**config.mk**
```make
export PLATFORM = sky130hd
export DESIGN_NAME = serdes_rx_packer
export DESIGN_NICKNAME = d
export VERILOG_FILES = /design/src/rtl/serdes_rx_packer.sv
export SDC_FILE = /design/constraint.sdc
export NUM_CORES = 1
export LEC_CHECK = 0
export ABC_AREA = 1
export CAP_MARGIN = 25
export CORE_ASPECT_RATIO = 1.4
export CORE_MARGIN = 5
export CORE_UTILIZATION = 48
export CTS_CLUSTER_DIAMETER = 120
export CTS_CLUSTER_SIZE = 30
export DETAILED_ROUTE_END_ITERATION = 7
export GPL_TIMING_DRIVEN = 0
export PLACE_DENSITY = 0.64
export SYNTH_ARGS = -nofsm -noshare
export SYNTH_HDL_FRONTEND = slang
export SYNTH_SLANG_ARGS = --single-unit
```
**constraint.sdc**
```tcl
create_clock -name clk_i -period 4.27 [get_ports clk_i]
set_input_delay 0.6405 -clock clk_i [delete_from_list [all_inputs] [get_ports clk_i]]
set_output_delay 0.6405 -clock clk_i [all_outputs]
set_load 0.02 [all_outputs]
```
**src/rtl/serdes_rx_packer.sv**
```systemverilog
// rtl/serdes_rx_packer.sv - packs PACK_RATIO serdes words into one wide word behind a small output FIFO
module serdes_rx_packer #(
    parameter int DATA_WIDTH = 8,
    parameter int PACK_RATIO = 4,
    parameter int OUT_DEPTH  = 2,
    localparam int CW = $clog2(PACK_RATIO + 1),
    localparam int WW = DATA_WIDTH * PACK_RATIO
) (
    input  logic                  clk_i,
    input  logic                  rst_i,
    input  logic [DATA_WIDTH-1:0] data_in_i,
    input  logic                  valid_in_i,
    input  logic                  flush_i,
    output logic [WW-1:0]         data_out_o,
    output logic [PACK_RATIO-1:0] keep_o,
    output logic                  valid_out_o,
    input  logic                  ready_in_i,
    output logic [CW-1:0]         lane_count_o,
    output logic                  overflow_o,
    input  logic                  overflow_clr_i
);
    localparam int LW = $clog2(PACK_RATIO);
    localparam int OW = $clog2(OUT_DEPTH + 1);
    localparam int PW = (OUT_DEPTH > 1) ? $clog2(OUT_DEPTH) : 1;
    localparam int EW = PACK_RATIO + WW;

    logic [DATA_WIDTH-1:0] lanes [PACK_RATIO];
    logic [CW-1:0]         count;
    logic [CW-1:0]         fill;
    logic [WW-1:0]         packed_word;
    logic [PACK_RATIO-1:0] packed_keep;
    logic                  push, push_ok, pop, drop;

    logic [EW-1:0] mem [OUT_DEPTH];
    logic [PW-1:0] rd_ptr, wr_ptr, rd_next;
    logic [OW-1:0] occ, occ_left, occ_next;

    function automatic logic [PW-1:0] ptr_inc(input logic [PW-1:0] p);
        return (p == PW'(OUT_DEPTH - 1)) ? '0 : p + 1'b1;
    endfunction

    // Packed word merges stored lanes with the same-cycle input; lanes past the fill level read zero.
    always_comb begin
        fill        = count + CW'(valid_in_i);
        push        = (valid_in_i && count == CW'(PACK_RATIO - 1)) || (flush_i && fill != '0);
        packed_word = '0;
        packed_keep = '0;
        for (int i = 0; i < PACK_RATIO; i++) begin
            packed_keep[i] = CW'(i) < fill;
            if (CW'(i) < count)
                packed_word[i*DATA_WIDTH +: DATA_WIDTH] = lanes[i];
            else if (CW'(i) == count && valid_in_i)
                packed_word[i*DATA_WIDTH +: DATA_WIDTH] = data_in_i;
        end
    end

    always_comb begin
        pop      = valid_out_o && ready_in_i;
        push_ok  = push && (occ != OW'(OUT_DEPTH) || pop);
        drop     = push && !push_ok;
        rd_next  = pop ? ptr_inc(rd_ptr) : rd_ptr;
        occ_left = occ - OW'(pop);
        occ_next = occ_left + OW'(push_ok);
    end

    always_ff @(posedge clk_i or posedge rst_i) begin
        if (rst_i) begin
            count <= '0;
            for (int i = 0; i < PACK_RATIO; i++) lanes[i] <= '0;
        end else if (push) begin
            count <= '0;
        end else if (valid_in_i) begin
            lanes[count[LW-1:0]] <= data_in_i;
            count                <= count + 1'b1;
        end
    end

    always_ff @(posedge clk_i) begin
        if (push_ok) mem[wr_ptr] <= {packed_keep, packed_word};
    end

    // Output registers track the next head so the outputs hold their last value once drained.
    always_ff @(posedge clk_i or posedge rst_i) begin
        if (rst_i) begin
            rd_ptr      <= '0;
            wr_ptr      <= '0;
            occ         <= '0;
            valid_out_o <= 1'b0;
            data_out_o  <= '0;
            keep_o      <= '0;
            overflow_o  <= 1'b0;
        end else begin
            rd_ptr      <= rd_next;
            occ         <= occ_next;
            valid_out_o <= occ_next != '0;
            if (push_ok) wr_ptr <= ptr_inc(wr_ptr);
            if (occ_next != '0) begin
                if (occ_left == '0)
                    {keep_o, data_out_o} <= {packed_keep, packed_word};
                else
                    {keep_o, data_out_o} <= mem[rd_next];
            end
            if (drop)
                overflow_o <= 1'b1;
            else if (overflow_clr_i)
                overflow_o <= 1'b0;
        end
    end

    assign lane_count_o = count;
endmodule
```
Yosys cells after proc, flatten, opt, wreduce, memory -nomap -nowiden
Memory sizes are Yosys's and may differ from the RTL's. Index checks and enable logic that the tools add are counted.

Flip-flop bits (word level): 77. Bits in latches: 0. RAM bits: 72. Memories: 1. ROM bits: 0. Input port bits: 14.

$mul: 0. Reduce and logical (&&, ||, !) cells: 20. Shift operators: 0. $add $sub $neg: 6. Equal/unequal tests: 5. Bitwise logic cells: 2. Mux-type cells: 22. Div/mod/pow operators: 0. Order comparisons: 10.

Memory list: mem (words 2, width 36, rd ports 1, clocked after memory_dff 0, write ports 1, RTL line 34) `logic [EW-1:0] mem [OUT_DEPTH];`.

Operator list (number): 2-to-1 mux 8 bit (9); bitwise mux 32 bit (1); 2-to-1 mux 32 bit (1); demux 8 bit (select 2 bit) (1); < comparator 1 x 3 -> 1 bit (first input constant) (4); < comparator 2 x 3 -> 1 bit (first input constant) (4); logical AND 1 bit (10); 2-to-1 mux 1 bit (7); equality test 2 x 3 -> 1 bit (first input constant) (2); 2-to-1 mux 3 bit (2); nonzero test 2 bit (3); 2-to-1 mux 4 bit (1); adder 3 x 1 -> 3 bit (1); adder 3 x 1 -> 3 bit (second input constant) (1); equality test 1 x 3 -> 1 bit (first input constant) (1); equality test 3 x 2 -> 1 bit (second input constant) (1); greater-or-equal comparator 3 bit (second input constant) (1); logical NOT 3 bit (1); < comparator 3 x 1 -> 1 bit (second input constant) (1); inverter 2 -> 3 bit (1); nonzero test 3 bit (1); adder 1 bit (second input constant) (2); adder 2 x 1 -> 2 bit (1); logical NOT 2 bit (1); other kinds (6) (7).

Logic depth before layout (Yosys ltp)
Gate-level depths: netlist of the first run.

Depth after elaboration: 8. Depth in mapped cells: 17.

Worst setup path after synthesis of the first run
Ideal clock, no wire load.

Path kind: input -> register. From: input valid_in_i. To: memory mem[1][0] (netlist bit) (enable). Stages: 8. Data required time: 3.841 ns. Path slack: 0.773 ns. Arrival time: 3.068 ns. Path buffers: 0. Cells stage by stage: ha_1 > ha_1 > nor2_1 > nand3_2 > nand2_1 > nand2_1 > nand2_1 > nor2_1.

Cells in the longest elaborated chain, start to end: 7. Elaborated cells between the ends (all ways): 8.

RTL lines: start, declared (RTL line 12) `input logic valid_in_i,`; adder 3 x 1 -> 3 bit (RTL line 44) `fill = count + CW'(valid_in_i);`; nonzero test 3 bit (RTL line 45) `push = (valid_in_i && count == CW'(PACK_RATIO - 1)) || (flush_i && fill != '0);`; logical AND 1 bit (RTL line 45); logical OR 1 bit * (RTL line 45); logical AND 1 bit * (RTL line 59) `push_ok = push && (occ != OW'(OUT_DEPTH) || pop);`; 2-to-1 mux 1 bit * (RTL line 79) `if (push_ok) mem[wr_ptr] <= {packed_keep, packed_word};`; 2-to-1 mux 1 bit (implied by the code) * (RTL line 79); end, declared (RTL line 34).

Mark *: on every way between the ends. The rest lies on a longest branch, timed or not.

Worst setup path in the final report of the first run
From: input valid_in_i. To: register data_out_o[0].

Cells in the longest elaborated chain, start to end: 7. Elaborated cells between the ends (all ways): 12.

RTL lines: adder 3 x 1 -> 3 bit (RTL line 44); nonzero test 3 bit (RTL line 45); logical AND 1 bit (RTL line 45); logical OR 1 bit * (RTL line 45); logical AND 1 bit * (RTL line 59); via push_ok (RTL line 32) `logic push, push_ok, pop, drop;`; adder 2 x 1 -> 2 bit * (RTL line 63) `occ_next = occ_left + OW'(push_ok);`; via occ_next[0] (RTL line 36) `logic [OW-1:0] occ, occ_left, occ_next;`; nonzero test 2 bit * (RTL line 97) `if (occ_next != '0) begin`; end signal, assigned (RTL line 99) `{keep_o, data_out_o} <= {packed_keep, packed_word};`; end signal, assigned (RTL line 101) `{keep_o, data_out_o} <= mem[rd_next];`; end, declared (RTL line 14) `output logic [WW-1:0] data_out_o,`.

Mark *: on every way through the listed nets, which the timed path passes. The rest lies on a longest branch. A chain may end at the register's enable or synchronous reset.

==> results_dict.tcl, run 1 <==
set metrics [dict create \
    finalCriticalPeriod_ns 3.831 \
    power.share.sequential_pct 32.0 \
    diodes 0 \
    cts.sinks 149 \
    die_height_um 150.3 \
    synth_top_area_cell "edfxtp_1" \
    drtPass1Iterations 6 \
    wl_per_cell_um 17.74 \
    via_per_inst 5.508 \
    die_x_um 110.2 \
    yosysWarnings 0 \
    gp_congestion 0.8765 \
    synth.avg_cell_area_um2 9.359 \
    drive_above_1_share_pct 9.114 \
    setup_viol 0 \
    intPower_uw 4479 \
    ys_ff_latch 149 \
    final_cells 986 \
    ys_types 27 \
    nets 810 \
    numCtsBuffers 17 \
    setup_tns_ns 0 \
    cap_violations 0 \
    grt_usage_pct 22.83 \
    syn2layout_area_growth_pct 20.30 \
    syn-cell-area_mm2 0.006748 \
    fin_crit_sh_pct 89.72 \
    multi_input_area_mm2 0.002341 \
    ir_drop_mv 0.3459 \
    root_buffer "clkbuf_16" \
    antenna_found_initial 0 \
    worst_hold_path_type "reg -> reg" \
    combPwrFrac_pct 48.3 \
    worst-slew-pin-transition_ns 0.8598 \
    rsz0062_at_grt "false" \
    cts_tree "yes" \
    startpoint_type "primary input" \
    holdBufCountCts 0 \
    worstPathRequired_ns 4.58 \
    io_buffer_count 46 \
    ant_nets 0 \
    slew_headroom_pct 42.59 \
    placeableCoreArea_mm2 0.01385 \
    synth.top_cell.area_share_pct 32.04 \
    p_sw_share_pct 42.61 \
    place_area_mm2 0.007505 \
    synth_seq_area_share_pct 60.60 \
    fillCellCount 1193 \
    crit_fanout 10 \
    finalWirelength_um 17490 \
    clk_pin_slew_worst_paths_ns 0.06 \
    start_util_pct 48.73 \
    drc 0 \
    ctsHtreeMaxLevel 4 \
    run_status "completed" \
    num_rows 51 \
    power_switching_uw 3326 \
    p_leak_uw 0.003704 \
    worstPathArrival_ns 4.14 \
    skew_ns 0.01115 \
    netlist_instances 721 \
    ctsResizeCount 0 \
    grt_pass1_vias 5492 \
    post-route-util_pct 58.62 \
    dieArea_mm2 0.01656 \
    grt-ovfl-total 0 \
    drt_iter0_markers 390 \
    syn-num-nets 743 \
    clock_path_buffers 2 \
    hold_viol 0 \
    grt_max_degree 66 \
    cellPowerDensity_mw_per_mm2 961.4 \
    fmax_mhz 261.0 \
    num_vias 5431 \
    design_area_mm2 0.008118 \
    clk-insertion-delay-late_ns 0.42 \
    cts_setup_buffers 0 \
    clkPwrFrac_pct 19.7 \
    crit_type "in -> reg" \
    grt_pass1_wl_um 28480 \
    dp_cells 954 \
    drv_slew 0 \
    synth.area.top_cells "edfxtp_1 32%, dfrtp_1 29%, nand2_1 15%" \
    ios 55 \
    regArea_mm2 0.004089 \
    dp_hpwl_um 12010 \
    endpoint_kind "flip-flop" \
]
-- state kept, by name, summed over array words and instances (netlist names), 2 cells and up --
signal / flops
lane_count_o: 3
lanes: 32
mem: 72
data_out_o: 32
keep_o: 4
occ: 2
-- final cells by class --
class	count	area share, %
Buffer	41	2.805
Clock buffer	21	5.672
Clock inverter	11	1.880
Inverter	26	1.233
Multi-Input combinational cell	505	28.84
Sequential cell	149	50.37
Tap cell	185	2.851
Timing Repair Buffer	48	6.350
-- power by group through the flow --
stage               Sequential (uW)  Clock, uW  Combinational [uW]
finish                         2500       1540                3770
global route                   2560       1610                4220
CTS                            2500       1550                3800
detailed placement             2520          0                3790
global placement               2510          0                3660
floorplan                      2710          0                2240
-- final timing paths --
kind,slack (ns),to,start,depth (start not counted)
min,0.48,lanes[5],lanes[5],2
max reg2reg,0.81,data_out_o[0],lane_count_o[0],14
min in group asynchronous,0.49,data_out_o[0],rst_i,2
max in group asynchronous,3.18,data_out_o[6],rst_i,3
min reg2reg,0.48,lanes[5],lanes[5],2
max,0.44,data_out_o[0],valid_in_i,15
-- per-stage QoR --
step                hold WS, ns  power, uW  worst slack (ns)
CTS                      0.4772       7846            0.4836
finish                   0.4760       7804            0.4388
floorplan                0.4417       4950            0.7734
global placement         0.4584       6172            -1.050
detailed placement       0.4626       6308           0.06593
global route             0.5014       8400            0.2717
-- synthesized netlist by cell type --
master and instances:
nand2_2 5, o22ai_1 1, nand3b_1 1, ha_1 8, a21oi_4 1, clkbuf_2 2, dfrtp_1 77, buf_6 7
nor2_4 1, o21ai_0 2, xnor2_1 1, edfxtp_1 72, nor2_1 8, nand4_1 27, xor2_1 1, nor2_2 2
clkbuf_1 13, clkinv_1 1, nand3_1 176, buf_1 4, inv_1 23, a21oi_1 2, buf_2 15, nand2_1 265
inv_2 2, nand3_2 3, and2_1 1
-- worst max-delay path: stages --
cell and delay, ns:
clkdlybuf4s50_1 0.57, ha_1 0.29, ha_1 0.31, nor2_1 0.15, nand3_2 0.16, nand2_1 0.19
nand2_1 0.17, nand2_1 0.18, inv_1 0.09, ha_1 0.33, inv_2 0.23, nand3_2 0.29
buf_2 0.32, nand3_1 0.15, nand2_1 0.06
-- cell usage in the layout, fill, tap and decap left out --
| cell type | count |
|---|---|
| a21oi_1 | 2 |
| a21oi_4 | 1 |
| and2_1 | 1 |
| buf_1 | 4 |
| buf_16 | 2 |
| buf_2 | 15 |
| buf_6 | 7 |
| bufinv_16 | 3 |
| clkbuf_1 | 15 |
| clkbuf_16 | 17 |
| clkbuf_2 | 2 |
| clkbuf_8 | 2 |
| clkdlybuf4s50_1 | 46 |
| clkinv_1 | 1 |
| clkinv_4 | 2 |
| clkinvlp_4 | 6 |
| dfrtp_1 | 77 |
| edfxtp_1 | 72 |
| ha_1 | 8 |
| inv_1 | 21 |
| inv_2 | 3 |
| inv_4 | 1 |
| nand2_1 | 265 |
| nand2_2 | 5 |
| nand3_1 | 176 |
| nand3_2 | 3 |
| nand3b_1 | 1 |
| nand4_1 | 27 |
| nor2_1 | 7 |
| nor2_2 | 2 |
| nor2_4 | 2 |
| o21ai_0 | 2 |
| o22ai_1 | 1 |
| xnor2_1 | 1 |
| xor2_1 | 1 |
-- per-layer routing --
layer	routed length, um	vias up	global-route usage, %	part of all wire, %
met5	0	-	0	0
met4	523	0	9.489	3.0
met3	920	34	3.990	5.3
met2	9015	171	38.58	52
met1	7029	2647	28.75	40
li1	-	2579	-	-
-- kinds of logic (layout without fill, tap and decap cells) --
family | count (synthesis) | after routing | synth area share, %
buffers and inverters | 67 | 147 | 4.821
flip-flops | 149 | 149 | 60.60
adder cells (fa/ha/maj) | 8 | 8 | 1.483
AO/OA/AOI/OAI | 6 | 6 | 0.6306
AND/OR/NAND/NOR | 489 | 489 | 32.21
XOR/XNOR | 2 | 2 | 0.2596
No activity file was read; power rests on OpenSTA's default activity.
==> inputs of run 2 (changes only) <==
- CELL_PAD_IN_SITES_DETAIL_PLACEMENT: default -> 0
- CELL_PAD_IN_SITES_GLOBAL_PLACEMENT: default -> 1
- CORE_UTILIZATION: 48 -> 45
- PLACE_DENSITY: 0.64 -> 0.76
==> results_dict.tcl, run 2 (synthesis gave the netlist of run 1 again) <==
set metrics [dict create \
    run_status "completed" \
    fin_crit_sh_pct 88.88 \
    startpoint_type "primary input" \
    cts_tree "yes" \
    holdBufCountCts 0 \
    drtPass1Iterations 5 \
    ios 55 \
    top_register "mem" \
    clock_path_buffers 2 \
    ant_nets 0 \
    cts_setup_buffers 0 \
    clk-insertion-delay-late_ns 0.42 \
    drc 0 \
    ctsHtreeMaxLevel 4 \
    finalWirelength_um 18470 \
    worstPathArrival_ns 4.15 \
    cts.sinks 149 \
    via_per_inst 5.415 \
    clkPwrFrac_pct 20.3 \
    die_x_um 113.5 \
    root_buffer "clkbuf_16" \
    cellPowerDensity_mw_per_mm2 970.0 \
    place_ws_ns 0.09686 \
    diodes 0 \
    finalCriticalPeriod_ns 3.795 \
    wl_per_cell_um 18.60 \
    drv_slew 0 \
    dp_hpwl_um 12480 \
    clk_pin_slew_worst_paths_ns 0.06 \
    dieArea_mm2 0.01758 \
    num_rows 53 \
    ctsResizeCount 0 \
    hold_viol 0 \
    rrSetupSlack_ns 0.88 \
    start_util_pct 45.43 \
    skew_ns 0.006067 \
    cap_violations 0 \
    crit_fanout 10 \
    grt_pass1_wl_um 29600 \
    endpoint_kind "flip-flop" \
    setup_tns_ns 0 \
    die_height_um 154.9 \
    final_cell_mix "265 x nand2_1, 176 x nand3_1, 77 x dfrtp_1" \
    syn2layout_area_growth_pct 20.67 \
    worstPathRequired_ns 4.63 \
    reg2reg_depth 13 \
    intPower_uw 4513 \
    worst_hold_path_type "reg -> reg" \
    power.share.sequential_pct 31.6 \
    final_common_cell "nand2_1" \
    gp_congestion 0.8401 \
    io_buffer_count 46 \
    fmax_mhz 263.5 \
    p_leak_uw 0.003724 \
    reg_top3 "mem (72), data_out_o (32), lanes (32)" \
    min_path_cells 2 \
    nets 810 \
    grt_usage_pct 21.99 \
    drive_above_1_share_pct 9.238 \
    grt-ovfl-total 0 \
    finalWorstSetupSlack_ns 0.4750 \
    power_switching_uw 3385 \
    combPwrFrac_pct 48.1 \
    worst-slew-pin-transition_ns 0.9139 \
    placeableCoreArea_mm2 0.01485 \
    grt_pass1_vias 5474 \
    slew_headroom_pct 38.99 \
    p_sw_share_pct 42.86 \
    num_vias 5377 \
    largest_register_ffs 72 \
    ir_drop_mv 0.4427 \
    fillCellCount 1378 \
    antenna_found_initial 0 \
    numCtsBuffers 17 \
    grt_max_degree 65 \
    rsz0062_at_grt "false" \
    crit_type "in -> reg" \
    setup_viol 0 \
    drt_iter0_markers 349 \
]
run 2: cell types whose count changed in the layout (fill, tap and decap cells not counted):
cell        before  now
clkbuf_1        15   14
clkinvlp_4       6    3
inv_6            0    4
clkinv_2         0    1
clkbuf_8         2    0
bufinv_16        3    4
run 2: worst max-delay path, cell delays in order:
cell and delay, ns:
clkdlybuf4s50_1 0.58, ha_1 0.29, ha_1 0.32, nor2_1 0.15, nand3_2 0.17, nand2_1 0.19
nand2_1 0.18, nand2_1 0.19, inv_1 0.08, ha_1 0.32, inv_2 0.22, buf_1 0.57
nand3_1 0.15, nand2_1 0.09
run 2: cell type report:
| class | count | area (um^2) | share of cell area (%) |
|---|---|---|---|
| sequential | 149 | 4089 | 50.22 |
| clock inverter | 14 | 200.2 | 2.459 |
| timing repair buffer | 48 | 515.5 | 6.331 |
| multi-input combinational | 505 | 2341 | 28.75 |
| tap | 192 | 240.2 | 2.950 |
| clock buffer | 18 | 429.2 | 5.270 |
| buffer | 41 | 227.7 | 2.797 |
| inverter | 26 | 100.1 | 1.229 |
run 2: per-stage QoR:
| stage | cell area (um^2) | power (uW) | utilization (%) | hold WS, ns | std cells |
|---|---|---|---|---|---|
| floorplan | 6748 | 4950 | - | 0.4417 | 721 |
| global placement | 7448 | 6215 | 50.14 | 0.4552 | 959 |
| CTS | 8143 | 7968 | 54.82 | 0.4764 | 993 |
| finish | 8143 | 7898 | 54.82 | 0.4709 | 993 |
| global route | 8143 | 8471 | 54.82 | 0.4991 | 993 |
| detailed placement | 7513 | 6340 | 50.58 | 0.4600 | 961 |
run 2: final timing paths:
path / startpoint / end
max: valid_in_i / data_out_o[18]
min: lanes[2] / lanes[2]
max reg2reg: lane_count_o[0] / data_out_o[18]
min reg2reg: lanes[2] / lanes[2]
max in group asynchronous: rst_i / data_out_o[8]
min in group asynchronous: rst_i / wr_ptr
run 2: per-layer routing:
| metal | vias up | track usage, % | wire [um] | share of wire (%) |
|---|---|---|---|---|
| li1 | 2583 | - | - | - |
| met1 | 2612 | 28.16 | 7602 | 41 |
| met2 | 151 | 37.80 | 9594 | 52 |
| met3 | 31 | 3.658 | 837 | 4.5 |
| met4 | 0 | 7.331 | 431 | 2.3 |
| met5 | - | 0 | 0 | 0 |
run 2: power by group through the flow:
stage | Clock, uW | Combinational (uW) | Sequential, uW
after detailed placement | 0 | 3820 | 2520
after global routing | 1690 | 4210 | 2560
after global placement | 0 | 3700 | 2510
after CTS | 1630 | 3840 | 2500
after floorplan | 0 | 2240 | 2710
final | 1600 | 3800 | 2500
